==> src/rtl/pipe_hazard_ctrl.sv <==
// pipe_hazard_ctrl: hazard detection, forwarding selects, memory-wait freeze, flush gating and stall counters
module pipe_hazard_ctrl #(
  parameter int REG_AW   = 4,
  parameter int MEM_WAIT = 4,
  parameter int CNT_W    = 16
) (
  input  logic              clk,
  input  logic              rst,
  input  logic              fwd_en,
  input  logic [REG_AW-1:0] id_src1,
  input  logic [REG_AW-1:0] id_src2,
  input  logic              id_two_src,
  input  logic [REG_AW-1:0] exe_src1,
  input  logic [REG_AW-1:0] exe_src2,
  input  logic [REG_AW-1:0] exe_dest,
  input  logic              exe_wb_en,
  input  logic              exe_mem_r_en,
  input  logic [REG_AW-1:0] mem_dest,
  input  logic              mem_wb_en,
  input  logic              mem_req,
  input  logic [REG_AW-1:0] wb_dest,
  input  logic              wb_wb_en,
  input  logic              branch_taken,
  output logic [1:0]        sel_src1,
  output logic [1:0]        sel_src2,
  output logic              hazard,
  output logic              freeze_if,
  output logic              bubble_id,
  output logic              hold_back,
  output logic              flush,
  output logic              mem_done,
  output logic [CNT_W-1:0]  hz_cnt,
  output logic [CNT_W-1:0]  mem_cnt
);
  localparam int WW = $clog2(MEM_WAIT + 1);
  localparam logic [0:0] IDLE = 1'b0;
  localparam logic [0:0] BUSY = 1'b1;
  logic [0:0]       state_q, state_d;
  logic [WW-1:0]    wcnt_q, wcnt_d;
  logic [CNT_W-1:0] hz_cnt_q, hz_cnt_d, mem_cnt_q, mem_cnt_d;
  logic             last, stall_raw, haz_raw, mem_stall;
  function automatic logic [1:0] fwd_sel(input logic [REG_AW-1:0] s, input logic [REG_AW-1:0] md,
                                         input logic me, input logic [REG_AW-1:0] wd, input logic we);
    return (me && md == s) ? 2'd1 : (we && wd == s) ? 2'd2 : 2'd0;
  endfunction
  function automatic logic match(input logic [REG_AW-1:0] d, input logic en, input logic [REG_AW-1:0] s1,
                                 input logic [REG_AW-1:0] s2, input logic two);
    return en && (d == s1 || (two && d == s2));
  endfunction
  always_comb begin
    last      = wcnt_q == WW'(MEM_WAIT - 1);
    stall_raw = mem_req && !last;
    haz_raw   = fwd_en ? match(exe_dest, exe_wb_en && exe_mem_r_en, id_src1, id_src2, id_two_src)
                       : match(exe_dest, exe_wb_en, id_src1, id_src2, id_two_src) ||
                         match(mem_dest, mem_wb_en, id_src1, id_src2, id_two_src);
    mem_stall = !rst && stall_raw;
    hazard    = !rst && haz_raw;
    sel_src1  = (rst || !fwd_en) ? 2'd0 : fwd_sel(exe_src1, mem_dest, mem_wb_en, wb_dest, wb_wb_en);
    sel_src2  = (rst || !fwd_en) ? 2'd0 : fwd_sel(exe_src2, mem_dest, mem_wb_en, wb_dest, wb_wb_en);
    mem_done  = !rst && mem_req && last;
    freeze_if = hazard || mem_stall;
    hold_back = mem_stall;
    bubble_id = hazard && !mem_stall;
    flush     = !rst && branch_taken && !mem_stall;
    state_d   = stall_raw ? BUSY : IDLE;
    wcnt_d    = !stall_raw ? '0 : (state_q == IDLE) ? WW'(1) : wcnt_q + 1'b1;
    hz_cnt_d  = (bubble_id && !(&hz_cnt_q)) ? hz_cnt_q + 1'b1 : hz_cnt_q;
    mem_cnt_d = (mem_stall && !(&mem_cnt_q)) ? mem_cnt_q + 1'b1 : mem_cnt_q;
  end
  always_ff @(posedge clk) begin
    if (rst) begin
      state_q   <= IDLE;
      wcnt_q    <= '0;
      hz_cnt_q  <= '0;
      mem_cnt_q <= '0;
    end else begin
      state_q   <= state_d;
      wcnt_q    <= wcnt_d;
      hz_cnt_q  <= hz_cnt_d;
      mem_cnt_q <= mem_cnt_d;
    end
  end
  assign hz_cnt  = hz_cnt_q;
  assign mem_cnt = mem_cnt_q;
endmodule

==> config.mk <==
export PLATFORM = sky130hd
export DESIGN_NAME = pipe_hazard_ctrl
export DESIGN_NICKNAME = d
export VERILOG_FILES = /design/src/rtl/pipe_hazard_ctrl.sv
export SDC_FILE = /design/constraint.sdc
export NUM_CORES = 1
export LEC_CHECK = 0
export ABC_CLOCK_PERIOD_IN_PS = 2190
export BUFFER_PORTS_ARGS = -buffer_cell sky130_fd_sc_hd__buf_4
export CAP_MARGIN = 10
export CORE_AREA = 2 2 73 75
export DETAILED_ROUTE_END_ITERATION = 6
export DIE_AREA = 0 0 75 77
export GPL_TIMING_DRIVEN = 0
export PLACE_DENSITY = 0.73
export SYNTH_ARGS = -nofsm -noshare
export SYNTH_HDL_FRONTEND = slang
export SYNTH_SLANG_ARGS = --single-unit
==> constraint.sdc <==
create_clock -name clk -period 2.19 [get_ports clk]
set_clock_uncertainty 0.15 [all_clocks]
set_input_delay 0.438 -clock clk [delete_from_list [all_inputs] [get_ports clk]]
set_output_delay 0.438 -clock clk [all_outputs]
set_load 0.01 [all_outputs]
Word-level counts from Yosys, hierarchy flattened:

Cells that the tools add are included.

* equal/unequal tests: 9
* reduce and logical (&&, ||, !) cells: 35
* bitwise operators: 2
* $add $sub $neg: 3
* mux-type cells: 9

Operator list (count)
* 16-bit by 1-bit adder with 16-bit output, second input constant: 2
* 4-bit == test: 8
* 16-bit AND reduction: 2
* 1-bit logical AND: 20
* 2-bit 2-to-1 mux: 6
* 1-bit logical NOT: 6
* 1-bit logical OR: 5
* 3-bit by 1-bit adder with 3-bit output, second input constant: 1
* 3-bit by 2-bit == test with 1-bit output, second input constant: 1
* 1-bit 2-to-1 mux: 3
* 3-bit OR reduction: 1
* 1-bit NOT: 2
* 2-bit OR reduction: 1

* input port bits: 38
* bits in registers: 36

Logic depth before layout (Yosys ltp):

Gate-level depths: netlist of the first run.

* depth after elaboration: 9
* gate-level depth with buffers: 10
* depth with buffers taken out: 9

Least setup slack after synthesis of the first run:

No wires, ideal clock.

* path kind: input-to-output
* start point: input mem_dest[1]
* end point: output freeze_if
* arrival: 1.726 ns
* data required time: 1.602 ns
* path slack: -0.124 ns
* buffers on the path: 2
* stages: 6
* path through: xor2_1 o41ai_2 a31oi_1 buf_2 clkbuf_1 o21ai_0

* cells in the longest elaborated chain, start to end: 8
* elaborated cells between the ends (all ways): 9

RTL lines
* start, declared: line 18 `input logic [REG_AW-1:0] mem_dest,`
* 4-bit == test: line 48 `return en && (d == s1 || (two && d == s2));`
* 1-bit logical AND: line 48
* 1-bit logical OR (*): line 48
* 1-bit logical AND (*): line 48
* 1-bit logical OR (*): line 54 `: match(exe_dest, exe_wb_en, id_src1, id_src2, id_two_src) ||`
* 1-bit 2-to-1 mux (*): line 53 `haz_raw = fwd_en ? match(exe_dest, exe_wb_en && exe_mem_r_en, id_src1, id_src2, id_two_src)`
* 1-bit logical AND (*): line 57 `hazard = !rst && haz_raw;`
* 1-bit logical OR (*): line 61 `freeze_if = hazard || mem_stall;`
* end, declared: line 27 `output logic freeze_if,`

Every way passes the cells marked *; elsewhere a longest branch is shown, timed or not.

Final worst setup path of the first run:

* start point: register wcnt_q[0]
* end point: output flush

* cells in the longest elaborated chain, start to end: 6

RTL lines
* start, declared: line 39 `logic [WW-1:0] wcnt_q, wcnt_d;`
* start signal, assigned: line 78 `wcnt_q <= wcnt_d;`
* 3-bit by 2-bit == test with 1-bit output: line 51 `last = wcnt_q == WW'(MEM_WAIT - 1);`
* 1-bit logical NOT: line 52 `stall_raw = mem_req && !last;`
* 1-bit logical AND: line 52
* 1-bit logical AND: line 56 `mem_stall = !rst && stall_raw;`
* 1-bit logical NOT: line 64 `flush = !rst && branch_taken && !mem_stall;`
* 1-bit logical AND: line 64
* end, declared: line 30 `output logic flush,`

No other way between the ends.

==> results by group, run 1 <==
Yosys
  • Syn_nets: 295
  • Synth cell types: 41
  • Ys Warns: 0
  • Synth Area in Simple Gates: 0.270
  • Main combinational cell family by area after synthesis: simple AND/OR/NAND/NOR gates
  • Adder-Cell Fraction of Synth Area: 0.0233
  • Mapped Area: 2140 sq um
  • Mapped Avg Cell Area: 8.48 sq um
  • Synth Area in Compound Gates: 0.147
  • FF+latch count, synth: 36
  • Mux cell area share after synthesis: 0.0152
  • Sequential-to-total area share from yosys stat: 0.336
  • Mapped Cells: roughly 250
  • Post-Synth XOR/XNOR Area: 0.176

STA
  • Setup TNS: -0.984 ns
  • Hold Violations, Final: 0
  • Final Max Slew Viols: 0
  • Final worst setup slack: -0.178 ns
  • Fmax: 422 MHz
  • Crit share post-route: 1.08
  • RSZ-0062 raised after global routing: yes
  • Max-Slew Margin vs Limit: 0.639
  • Hold slack: 0.296 ns
  • Setup violators final: 12
  • Tmin final: 2.37 ns
  • Slew @ Worst Pin: 0.542 ns

Power
  • Switch Pwr: ~390 uW
  • VDD IR max: 0.300 mV
  • P_int: roughly 1.1 mW
  • Total Power: 1.54 mW
  • Reg power frac: 0.434
  • Leak Pwr: 1.42 nW
  • Sw frac: 0.253
  • Clock Power Share: 0.380
  • PD cells: about 440 nW/um^2
  • Combinational power share: 0.186

Min path
  • WHS Endpoint: wcnt_q[2]$_SDFF_PP0_
  • HP Class: reg2reg
  • Hold Path Depth: 2
  • Hold Path Origin: state_q$_SDFF_PP0_

GRT
  • Gr usage total: 0.219
  • Initial antenna violation count: 0
  • Pin count of the biggest net entering global routing: 12
  • Number of global-route vias before repair: 2207
  • Grt ovf: 0
  • First-pass GRT wire length: 10100 um

Route
  • Via density: 5.60
  • Initial DRT Pass Iterations: 6
  • Iter 0 DRT Violations: between 70 and 80
  • Wire per inst: 15.9 um
  • Wirelength, routed: 6810 um
  • Vias: between 2000 and 2500
  • Drt drc: 0
  • Routed Antenna Nets: 0

Clock network
  • CTS tree: built
  • Clock Latency Late Sink: 0.29 ns
  • CTS sink cnt: 36
  • Worst-path clk slew: roughly 0.070 ns
  • CTS buffer count: 5
  • Clk root buf: clkbuf_8
  • Clock tree buffer depth: 2
  • Htree depth: 2

Floorplan
  • # IOs: 80
  • Core box area: about 5000 sq um
  • Die X: 75 um
  • FP Rows: 26
  • Die Y-Extent: roughly 77 um
  • Initial Util: 0.431
  • Die area: 5780 sq um

Final layout
  • Layout cells sized above 1: 0.450
  • Ant diodes: 0
  • # nets final: roughly 400
  • Final Cell Area: 3460 sq um
  • P&R area growth vs syn: 61.4%

Outcome
  • Failing checks: setup timing
  • Status: finished with violations

Critical path
  • Critical Path End Type: primary output
  • WP data required: 1.60 ns
  • R2R depth: 10
  • CP arrival: approximately 1.8 ns
  • Reg2reg end: hz_cnt[4]$_SDFFE_PP0P_
  • CP Max Fanout: 5
  • Kind of critical path: reg2out
  • Worst r2r src: wcnt_q[0]$_SDFF_PN0_
  • Worst setup SP type: flop
  • Flop2flop setup slack: -0.08 ns

Place
  • GP Congestion: 0.887
  • Detailed Place HPWL: 4540 um
  • Count of port buffers added during placement: 79
  • Placed Area: 2850 sq um

Run
  • Max-Cap Viols: 0
==> sequential cells by signal (all words and copies together), names as in the netlist <==
register	cells
hz_cnt	16
mem_cnt	16
wcnt_q	3
state_q	1
==> metal layers <==
layer,vias to the layer above,routed length [um],global-route usage
li1,1149,-,-
met1,1154,2730,0.279
met2,71,3630,0.360
met3,21,300,0.0486
met4,0,148,0.0714
met5,-,0,0
==> cell usage in the layout, fill, tap and decap left out, types with 4 or more instances in the layout <==
master and n:
o41ai_1 7, nor3_4 4, clkbuf_8 5, nand4_1 13
buf_4 85, and3_1 8, inv_1 6, nor2_4 4
and4_1 4, a21oi_2 6, buf_6 11, nor3_1 5
o31ai_1 5, a21oi_1 5, nand3_1 8, dfxtp_1 32
xor2_1 20, nand2_1 18, nor2_1 20, dfxtp_2 4
nor2b_1 4, xnor2_1 20
==> cell families (layout without fill, tap and decap cells) <==
| logic type | count (synthesis) | after routing |
|---|---|---|
| and+or+nand+nor | 108 | 108 |
| xor gates and xnor gates | 43 | 43 |
| AOI/OAI and AO/OA | 42 | 42 |
| DFF | 36 | 36 |
| buffers and inverters | 17 | 122 |
| adders and majority gates | 4 | 4 |
| muxes | 3 | 3 |
==> cell type report <==
| class | count | area, sq um |
|---|---|---|
| repair buffers | 98 | 790 |
| well taps | 70 | 87.6 |
| flip-flops and latches | 36 | 726 |
| clock inverters | 2 | 35.0 |
| fillers | 375 | 1520 |
| multi-input cells | 200 | 1630 |
| plain buffers | 9 | 85.1 |
| inverters | 7 | 33.8 |
| clock buffers | 6 | 72.6 |
==> power groups by stage <==
stage | clock network (mW) | logic (mW) | registers [mW]
after floorplan | 0 | 0.103 | 0.682
after global placement | 0 | 0.211 | 0.681
after detailed placement | 0 | 0.215 | 0.681
after CTS | 0.588 | 0.250 | 0.667
after global routing | 0.621 | 0.307 | 0.668
final | 0.584 | 0.287 | 0.667
==> what timing repair did <==
action	4_1_cts	5_1_grt
cloned	1	0
gates resized for setup	44	52
pin swaps	11	21
hold buffers	0	0
buffers inserted	9	9
setup endpoints to repair	24	33
==> worst max path at each step <==
stage | from | endpoint | slack [ns] | cells past startpoint
after floorplan | mem_dest[1] | hazard | 0.009 | 6
after global placement | mem_dest[0] | hazard | -0.52 | 9
after detailed placement | mem_dest[0] | hazard | -0.53 | 9
after CTS | id_src2[2] | freeze_if | -0.25 | 9
after global routing | fwd_en | freeze_if | -0.24 | 8
final | wcnt_q[0]$_SDFF_PN0_ | flush | -0.18 | 6
==> worst max-delay path, stage by stage, from the launching register on <==
cell and delay (ns):
dfxtp_2 0.34, ha_4 0.16, ha_4 0.15, or3b_4 0.39, buf_12 0.16, and3_4 0.17
buf_6 0.11
==> cells in the mapped netlist <==
cell type / count / share of area
o2111ai_1: 1 / 0.0041
and3_1: 9 / 0.026
and4_1: 4 / 0.016
mux2_2: 2 / 0.011
mux2i_1: 1 / 0.0047
a41o_1: 1 / 0.0047
nor4_1: 2 / 0.0058
nand4bb_1: 1 / 0.0053
ha_1: 4 / 0.023
a31oi_1: 1 / 0.0029
nor3_1: 9 / 0.021
o41ai_1: 7 / 0.029
nor3_2: 1 / 0.0047
a41oi_1: 1 / 0.0041
o21ai_0: 4 / 0.0093
o211a_1: 1 / 0.0047
xnor2_1: 21 / 0.086
xor2_1: 22 / 0.090
nand4b_1: 2 / 0.0082
a211oi_1: 1 / 0.0035
or2_2: 1 / 0.0029
clkbuf_1: 5 / 0.0088
buf_2: 5 / 0.012
a221oi_2: 1 / 0.0070
nor2_1: 24 / 0.042
inv_1: 6 / 0.011
and2_1: 1 / 0.0029
nand4_1: 13 / 0.038
dfxtp_1: 36 / 0.34
or4_1: 5 / 0.018
o311ai_0: 6 / 0.025
o22ai_1: 1 / 0.0029
o31ai_1: 5 / 0.018
nor2b_1: 4 / 0.012
a21oi_1: 11 / 0.026
or3b_1: 2 / 0.0082
nand3_1: 8 / 0.019
o41ai_2: 1 / 0.0076
nand2_1: 20 / 0.035
or3_1: 2 / 0.0058
inv_2: 1 / 0.0017
==> metrics by stage <==
step	std cells	setup WS, ns	utilization
floorplan	253	0.00851	-
global placement	402	-0.524	0.572
detailed placement	402	-0.532	0.572
CTS	420	-0.248	0.643
global route	428	-0.240	0.696
finish	428	-0.178	0.696
No activity file was read; power rests on OpenSTA's default activity.
==> run 2, diff against run 1 <==
--- a/config.mk
+++ b/config.mk
@@ -8,11 +8,12 @@
 export ABC_CLOCK_PERIOD_IN_PS = 2190
 export BUFFER_PORTS_ARGS = -buffer_cell sky130_fd_sc_hd__buf_4
 export CAP_MARGIN = 10
-export CORE_AREA = 2 2 73 75
+export CELL_PAD_IN_SITES_DETAIL_PLACEMENT = 0
+export CELL_PAD_IN_SITES_GLOBAL_PLACEMENT = 2
+export CORE_AREA = 2 2 96 98
 export DETAILED_ROUTE_END_ITERATION = 6
-export DIE_AREA = 0 0 75 77
-export GPL_TIMING_DRIVEN = 0
-export PLACE_DENSITY = 0.73
+export DIE_AREA = 0 0 98 100
+export PLACE_DENSITY = 0.74
 export SYNTH_ARGS = -nofsm -noshare
 export SYNTH_HDL_FRONTEND = slang
 export SYNTH_SLANG_ARGS = --single-unit
==> run 2 against run 1 <==
  * The run still ends with setup timing left
  * Clock power increased by 3.8%
  * Final cell count is 13% higher
  * Highest routed layer unchanged
  * Core utilization shrank 30 points
==> results by group, run 2 (synthesized netlist as in run 1, its figures left out) <==
Outcome
  • Status: finished with violations (unchanged)
  • Failing checks: setup timing (unchanged)

Critical path
  • R2R depth: 8 (was 10)
  • CP max stage delay: 0.42 ns (was 0.39 ns)
  • CP arrival: 1.73 ns (was 1.78 ns)
  • Critical path buffers and inverters: 2 (unchanged)
  • Worst r2r src: wcnt_q[0]$_SDFF_PN0_ (unchanged)
  • Cell Chain, Critical Path: ha_4 > ha_4 > or3b_4 > buf_6 > and3_4 > buf_6 (was ha_4 > ha_4 > or3b_4 > buf_12 > and3_4 > buf_6)
  • Flop2flop setup slack: -0.11 ns (was -0.08 ns)
  • Slowest-stage cell, CP: or3b_4 (unchanged)
  • Critical Path End Type: primary output (unchanged)
  • Kind of critical path: reg2out (unchanged)
  • Reg2reg end: mem_cnt[15]$_SDFFE_PP0P_ (was hz_cnt[4]$_SDFFE_PP0P_)
  • Worst setup SP type: flop (unchanged)
  • CP Max Fanout: 6 (was 5)
  • Crit-path leading delay family: simple AND/OR/NAND/NOR gates (unchanged)
  • WP data required: 1.60 ns (about the same)

Final layout
  • Post-layout util: 0.395 (was 0.696)
  • P&R area growth vs syn: 63.5% (was 61.4%)
  • Ant diodes: 0 (unchanged)
  • Most common cell after layout, fill and taps aside: buf_4 (unchanged)
  • Final Cell Area: 3510 sq um (was 3460 sq um)
  • Layout cells sized above 1: 0.441 (was 0.450)
  • # nets final: 413 (was 399)
  • Most frequent cells in the layout: buf_4, dfxtp_1, xor2_1, nor2_1, xnor2_1 (was buf_4, dfxtp_1, xor2_1, xnor2_1, nor2_1)

STA
  • RSZ-0062 raised after global routing: yes (unchanged)
  • Final worst setup slack: -0.133 ns (was -0.178 ns)
  • Final Max Slew Viols: 0 (unchanged)
  • Max-Slew Margin vs Limit: 0.781 (was 0.639)
  • Setup TNS: -0.661 ns (was -0.984 ns)
  • Tmin final: 2.32 ns (was 2.37 ns)
  • Fmax: 430 MHz (was 422 MHz)
  • Hold slack: 0.301 ns (was 0.296 ns)
  • Slew @ Worst Pin: 0.325 ns (was 0.542 ns)
  • Crit share post-route: 1.06 (was 1.08)
  • Setup violators final: 10 (was 12)
  • Hold Violations, Final: 0 (unchanged)

Power
  • PD cells: 444 nW/um^2 (about the same)
  • Leak Pwr: 1.45 nW (was 1.42 nW)
  • VDD IR max: 0.205 mV (was 0.300 mV)

Clock network
  • CTS sink cnt: 36 (unchanged)
  • Clock tree buffer depth: 2 (unchanged)
  • Htree depth: 2 (unchanged)
  • CTS tree: built (unchanged)
  • Clock Latency Late Sink: 0.30 ns (was 0.29 ns)
  • Clk root buf: clkbuf_8 (unchanged)
  • CTS buffer count: 5 (unchanged)
  • Worst-path clk slew: 0.08 ns (was 0.07 ns)

Route
  • Vias: 2342 (was 2395)
  • Drt drc: 0 (unchanged)
  • Iter 0 DRT Violations: 86 (was 78)
  • Routed Antenna Nets: 0 (unchanged)
  • Wirelength, routed: 6560 um (was 6810 um)
  • Initial DRT Pass Iterations: 4 (was 6)
  • Wire per inst: 13.6 um (was 15.9 um)
  • Via density: 4.85 (was 5.60)

GRT
  • Pin count of the biggest net entering global routing: 21 (was 12)
  • Initial antenna violation count: 0 (unchanged)
  • First-pass GRT wire length: 10700 um (was 10100 um)
  • Gr usage total: 0.134 (was 0.219)
  • Grt ovf: 0 (unchanged)
  • Number of global-route vias before repair: 2301 (was 2207)

Min path
  • Hold Path Depth: 2 (unchanged)
  • HP Class: reg2reg (unchanged)
  • Hold Path Origin: state_q$_SDFF_PP0_ (unchanged)
  • WHS Endpoint: wcnt_q[2]$_SDFF_PP0_ (unchanged)

Floorplan
  • Core box area: 8890 sq um (was 4980 sq um)
  • Die area: 9800 sq um (was 5780 sq um)
  • FP Rows: 35 (was 26)
  • Die Y-Extent: 100 um (was 77 um)
  • # IOs: 80 (unchanged)
  • Initial Util: 0.241 (was 0.431)
  • Die X: 98 um (was 75 um)

Place
  • Count of port buffers added during placement: 79 (unchanged)
  • Post-Place Setup Slack: -0.209 ns (was -0.532 ns)
  • Detailed Place HPWL: 5000 um (was 4540 um)
  • GP Congestion: 0.826 (was 0.887)
  • Placed Area: 3140 sq um (was 2850 sq um)

Run
  • Max-Cap Viols: 0 (unchanged)
-- run 2: through the flow --
stage / instances / total power [mW]
after floorplan: 253 / 0.784
after global placement: 467 / 0.932
after detailed placement: 467 / 0.935
after CTS: 481 / 1.57
after global routing: 483 / 1.62
final: 483 / 1.56
-- run 2: what timing repair did --
item,CTS,global route
cloned,1,0
setup endpoints to repair,27,29
setup buffers,5,3
resized for setup,19,23
pin swaps,7,15
hold buffers,0,0
-- run 2: tightest hold or removal path: stages (launching register included) --
cell,delay [ns]
dfxtp_1,0.32
nand2_1,0.06
nor2_1,0.03
-- run 2: worst max-delay path by stage --
stage                         startpoint                       end  slack [ns]  depth (start not counted)
floorplan                    mem_dest[1]                    hazard       0.009                          6
global placement             mem_dest[1]    hz_cnt[5]$_SDFFE_PP0P_       -0.18                          7
detailed placement           mem_dest[1]    hz_cnt[5]$_SDFFE_PP0P_       -0.21                          7
CTS                 wcnt_q[0]$_SDFF_PN0_                     flush       -0.16                          6
global route        wcnt_q[0]$_SDFF_PN0_  mem_cnt[15]$_SDFFE_PP0P_       -0.19                          8
finish              wcnt_q[0]$_SDFF_PN0_                     flush       -0.13                          6
-- run 2: power by group --
part           internal (mW)  total, mW  switching, mW
Sequential             0.660      0.665        0.00503
Clock                  0.337      0.606          0.268
Combinational          0.158      0.285          0.127
Total                   1.16       1.56          0.400
-- run 2: cell type report --
type	instances	area (sq um)
clock buffer	5	68.8
timing repair buffer	121	981
multi-input combinational	200	1520
fill	922	5380
tap	111	139
clock inverter	3	42.5
sequential	36	723
inverter	7	30.0
-- run 2: layer usage --
| layer | GRT usage | vias to the layer above | wire [um] |
|---|---|---|---|
| li1 | - | 1174 | - |
| met1 | 0.166 | 1092 | 2870 |
| met2 | 0.227 | 68 | 3210 |
| met3 | 0.0341 | 8 | 404 |
| met4 | 0.0438 | 0 | 79 |
| met5 | 0 | - | 0 |
==> run 3, diff against run 2 <==
==> config.mk (replaced) <==
export PLATFORM = sky130hd
export DESIGN_NAME = pipe_hazard_ctrl
export DESIGN_NICKNAME = d
export VERILOG_FILES = /design/src/rtl/pipe_hazard_ctrl.sv
export SDC_FILE = /design/constraint.sdc
export NUM_CORES = 1
export LEC_CHECK = 0
export ABC_CLOCK_PERIOD_IN_PS = 2190
export CAP_MARGIN = 10
export CELL_PAD_IN_SITES_DETAIL_PLACEMENT = 0
export CELL_PAD_IN_SITES_GLOBAL_PLACEMENT = 2
export CORE_AREA = 2 2 85 87
export CTS_CLUSTER_DIAMETER = 30
export DETAILED_ROUTE_END_ITERATION = 6
export DIE_AREA = 0 0 87 89
export DONT_BUFFER_PORTS = 1
export PLACE_DENSITY = 0.73
export SYNTH_ARGS = -nofsm -noshare
export SYNTH_HDL_FRONTEND = slang
export SYNTH_SLANG_ARGS = --single-unit
==> constraint.sdc (replaced) <==
create_clock -name clk -period 2.19 [get_ports clk]
set_clock_uncertainty 0.15 [all_clocks]
set_input_delay 0.219 -clock clk [delete_from_list [all_inputs] [get_ports clk]]
set_output_delay 0.219 -clock clk [all_outputs]
set_load 0.01 [all_outputs]
==> run 3 against run 2 <==
  * Critical path type is now reg2reg
  * Final area shrank 23%
  * Via count down 15%
  * Final cell count decreased by 23%
  * The run still ends with setup timing left
  * Count of clock-buffer cells in the layout is 1 higher
  * Flip-flop and latch count stayed put
==> results by group, run 3 (synthesized netlist as in run 1, its figures left out) <==
Outcome
  • Status: finished with violations (unchanged)
  • Failing checks: setup timing (unchanged)

Min path
  • HP Class: in2reg (was reg2reg)

Clock network
  • Clk root buf: clkbuf_8 (unchanged)
  • CTS tree: built (unchanged)
  • Clock tree buffer depth: 2 (unchanged)
  • Htree depth: 2 (unchanged)
  • Worst-path clk slew: 0.08 ns (about the same)
  • CTS sink cnt: 36 (unchanged)
  • Clock Latency Late Sink: 0.29 ns (was 0.30 ns)
  • CTS buffer count: 5 (unchanged)

Route
  • Routed Antenna Nets: 0 (unchanged)
  • Via density: 5.34 (was 4.85)
  • Wire per inst: 15.2 um (was 13.6 um)
  • Iter 0 DRT Violations: 46 (was 86)
  • Drt drc: 0 (unchanged)
  • Wirelength, routed: 5650 um (was 6560 um)
  • Initial DRT Pass Iterations: 4 (unchanged)
  • Vias: 1987 (was 2342)

Floorplan
  • Die Y-Extent: 89 um (was 100 um)
  • FP Rows: 30 (was 35)
  • Core box area: 6720 sq um (was 8890 sq um)
  • # IOs: 80 (unchanged)
  • Die X: 87 um (was 98 um)
  • Initial Util: 0.319 (was 0.241)
  • Die area: 7740 sq um (was 9800 sq um)

Final layout
  • Layout cells sized above 1: 0.240 (was 0.441)
  • Most common cell after layout, fill and taps aside: buf_4 (unchanged)
  • Post-layout util: 0.401 (was 0.395)
  • Ant diodes: 0 (unchanged)
  • P&R area growth vs syn: 25.6% (was 63.5%)
  • # nets final: 333 (was 413)
  • Most frequent cells in the layout: buf_4, dfxtp_1, nor2_1 (was buf_4, dfxtp_1, xor2_1, nor2_1, xnor2_1)
  • Fillers: 690 (was 922)

GRT
  • Gr usage total: 0.149 (was 0.134)
  • Number of global-route vias before repair: 1994 (was 2301)
  • Pin count of the biggest net entering global routing: 26 (was 21)
  • Initial antenna violation count: 0 (unchanged)
  • Grt ovf: 0 (unchanged)
  • First-pass GRT wire length: 9030 um (was 10700 um)

STA
  • Hold slack: 0.00727 ns (was 0.301 ns)
  • RSZ-0062 raised after global routing: yes (unchanged)
  • Slew @ Worst Pin: 1.08 ns (was 0.325 ns)
  • Final worst setup slack: -0.00427 ns (was -0.133 ns)
  • Crit share post-route: 1.00 (was 1.06)
  • Fmax: 456 MHz (was 430 MHz)
  • Setup violators final: 1 (was 10)
  • Hold Violations, Final: 0 (unchanged)
  • Max-Slew Margin vs Limit: 0.277 (was 0.781)
  • Tmin final: 2.19 ns (was 2.32 ns)
  • Final Max Slew Viols: 0 (unchanged)

Power
  • Leak Pwr: 1.02 nW (was 1.45 nW)
  • PD cells: 488 nW/um^2 (was 444 nW/um^2)
  • VDD IR max: 0.233 mV (was 0.205 mV)

Critical path
  • Reg2reg end: mem_cnt[13]$_SDFFE_PP0P_ (was mem_cnt[15]$_SDFFE_PP0P_)
  • Worst setup SP type: flop (unchanged)
  • Worst r2r src: wcnt_q[0]$_SDFF_PN0_ (unchanged)
  • R2R depth: 7 (was 8)
  • CP startpoint: wcnt_q[0]$_SDFF_PN0_ (unchanged)
  • Critical Path End: mem_cnt[13]$_SDFFE_PP0P_ (was flush)
  • CP Max Fanout: 5 (was 6)
  • Critical Path End Type: flop (was primary output)
  • CP arrival: 2.26 ns (was 1.73 ns)
  • Flop2flop setup slack: -0.004 ns (was -0.11 ns)
  • Kind of critical path: reg2reg (was reg2out)
  • WP data required: 2.25 ns (was 1.60 ns)

Place
  • GP Congestion: 0.763 (was 0.826)
  • Detailed Place HPWL: 4300 um (was 5000 um)
  • Count of port buffers added during placement: 0 (was 79)
  • Post-Place Setup Slack: -0.0249 ns (was -0.209 ns)

Run
  • Max-Cap Viols: 0 (unchanged)
run 3: per-stage QoR:
stage	instances	area, sq um	total power [mW]	TNS (ns)
final	372	2690	1.32	-0.00427
after global placement	359	2490	0.813	0
after CTS	368	2600	1.33	0
after detailed placement	359	2490	0.815	-0.0838
after global routing	372	2690	1.38	-0.285
after floorplan	253	2160	0.782	0
run 3: how the worst min path moves through the flow:
stage,to,cells past startpoint,start,slack (ns)
6_report,hz_cnt[10]$_SDFFE_PP0P_,2,rst,0.007
5_1_grt,hz_cnt[5]$_SDFFE_PP0P_,2,rst,0.03
4_1_cts,hz_cnt[5]$_SDFFE_PP0P_,2,rst,0.0002
3_5_place_dp,hz_cnt[14]$_SDFFE_PP0P_,1,rst,0.14
3_3_place_gp,hz_cnt[6]$_SDFFE_PP0P_,1,rst,0.14
2_1_floorplan,hz_cnt[13]$_SDFFE_PP0P_,2,rst,0.24
run 3: per-layer routing:
layer | vias to the layer above | routed length (um) | global-route usage
li1 | 1003 | - | -
met4 | 0 | 52 | 0.0426
met1 | 907 | 2400 | 0.173
met5 | - | 0 | 0
met3 | 4 | 530 | 0.0637
met2 | 73 | 2670 | 0.251
run 3: repair_timing:
| item | in CTS | in global routing |
|---|---|---|
| setup endpoints to repair | 10 | 14 |
| endpoints found under the hold margin | 25 | 0 |
| hold buffers | 1 | 0 |
| resized for setup | 1 | 17 |
| pin swaps | 0 | 12 |
| buffers inserted | 0 | 4 |
run 3: cell type report:
cell class	count	area [sq um]	share of cell area
Multi-Input combinational cell	200	1430	0.532
Sequential cell	36	724	0.269
Timing Repair Buffer	41	318	0.118
Tap cell	80	100	0.0372
Clock buffer	6	82.6	0.0307
Inverter	7	26.3	0.00975
Clock inverter	2	10.0	0.00372
run 3: worst max-delay path, stage by stage (launching register included):
cell	delay [ns]
dfxtp_2	0.34
ha_4	0.16
ha_4	0.15
or3b_4	0.43
nor3_4	0.21
nand4b_1	0.18
or3_1	0.40
a21oi_1	0.12
run 3: power by group:
part           leakage, nW  switching (mW)  internal [mW]  total, mW
sequential           0.292         0.00519          0.660      0.665
clock               0.0510           0.247          0.251      0.498
combinational        0.675          0.0760         0.0758      0.152
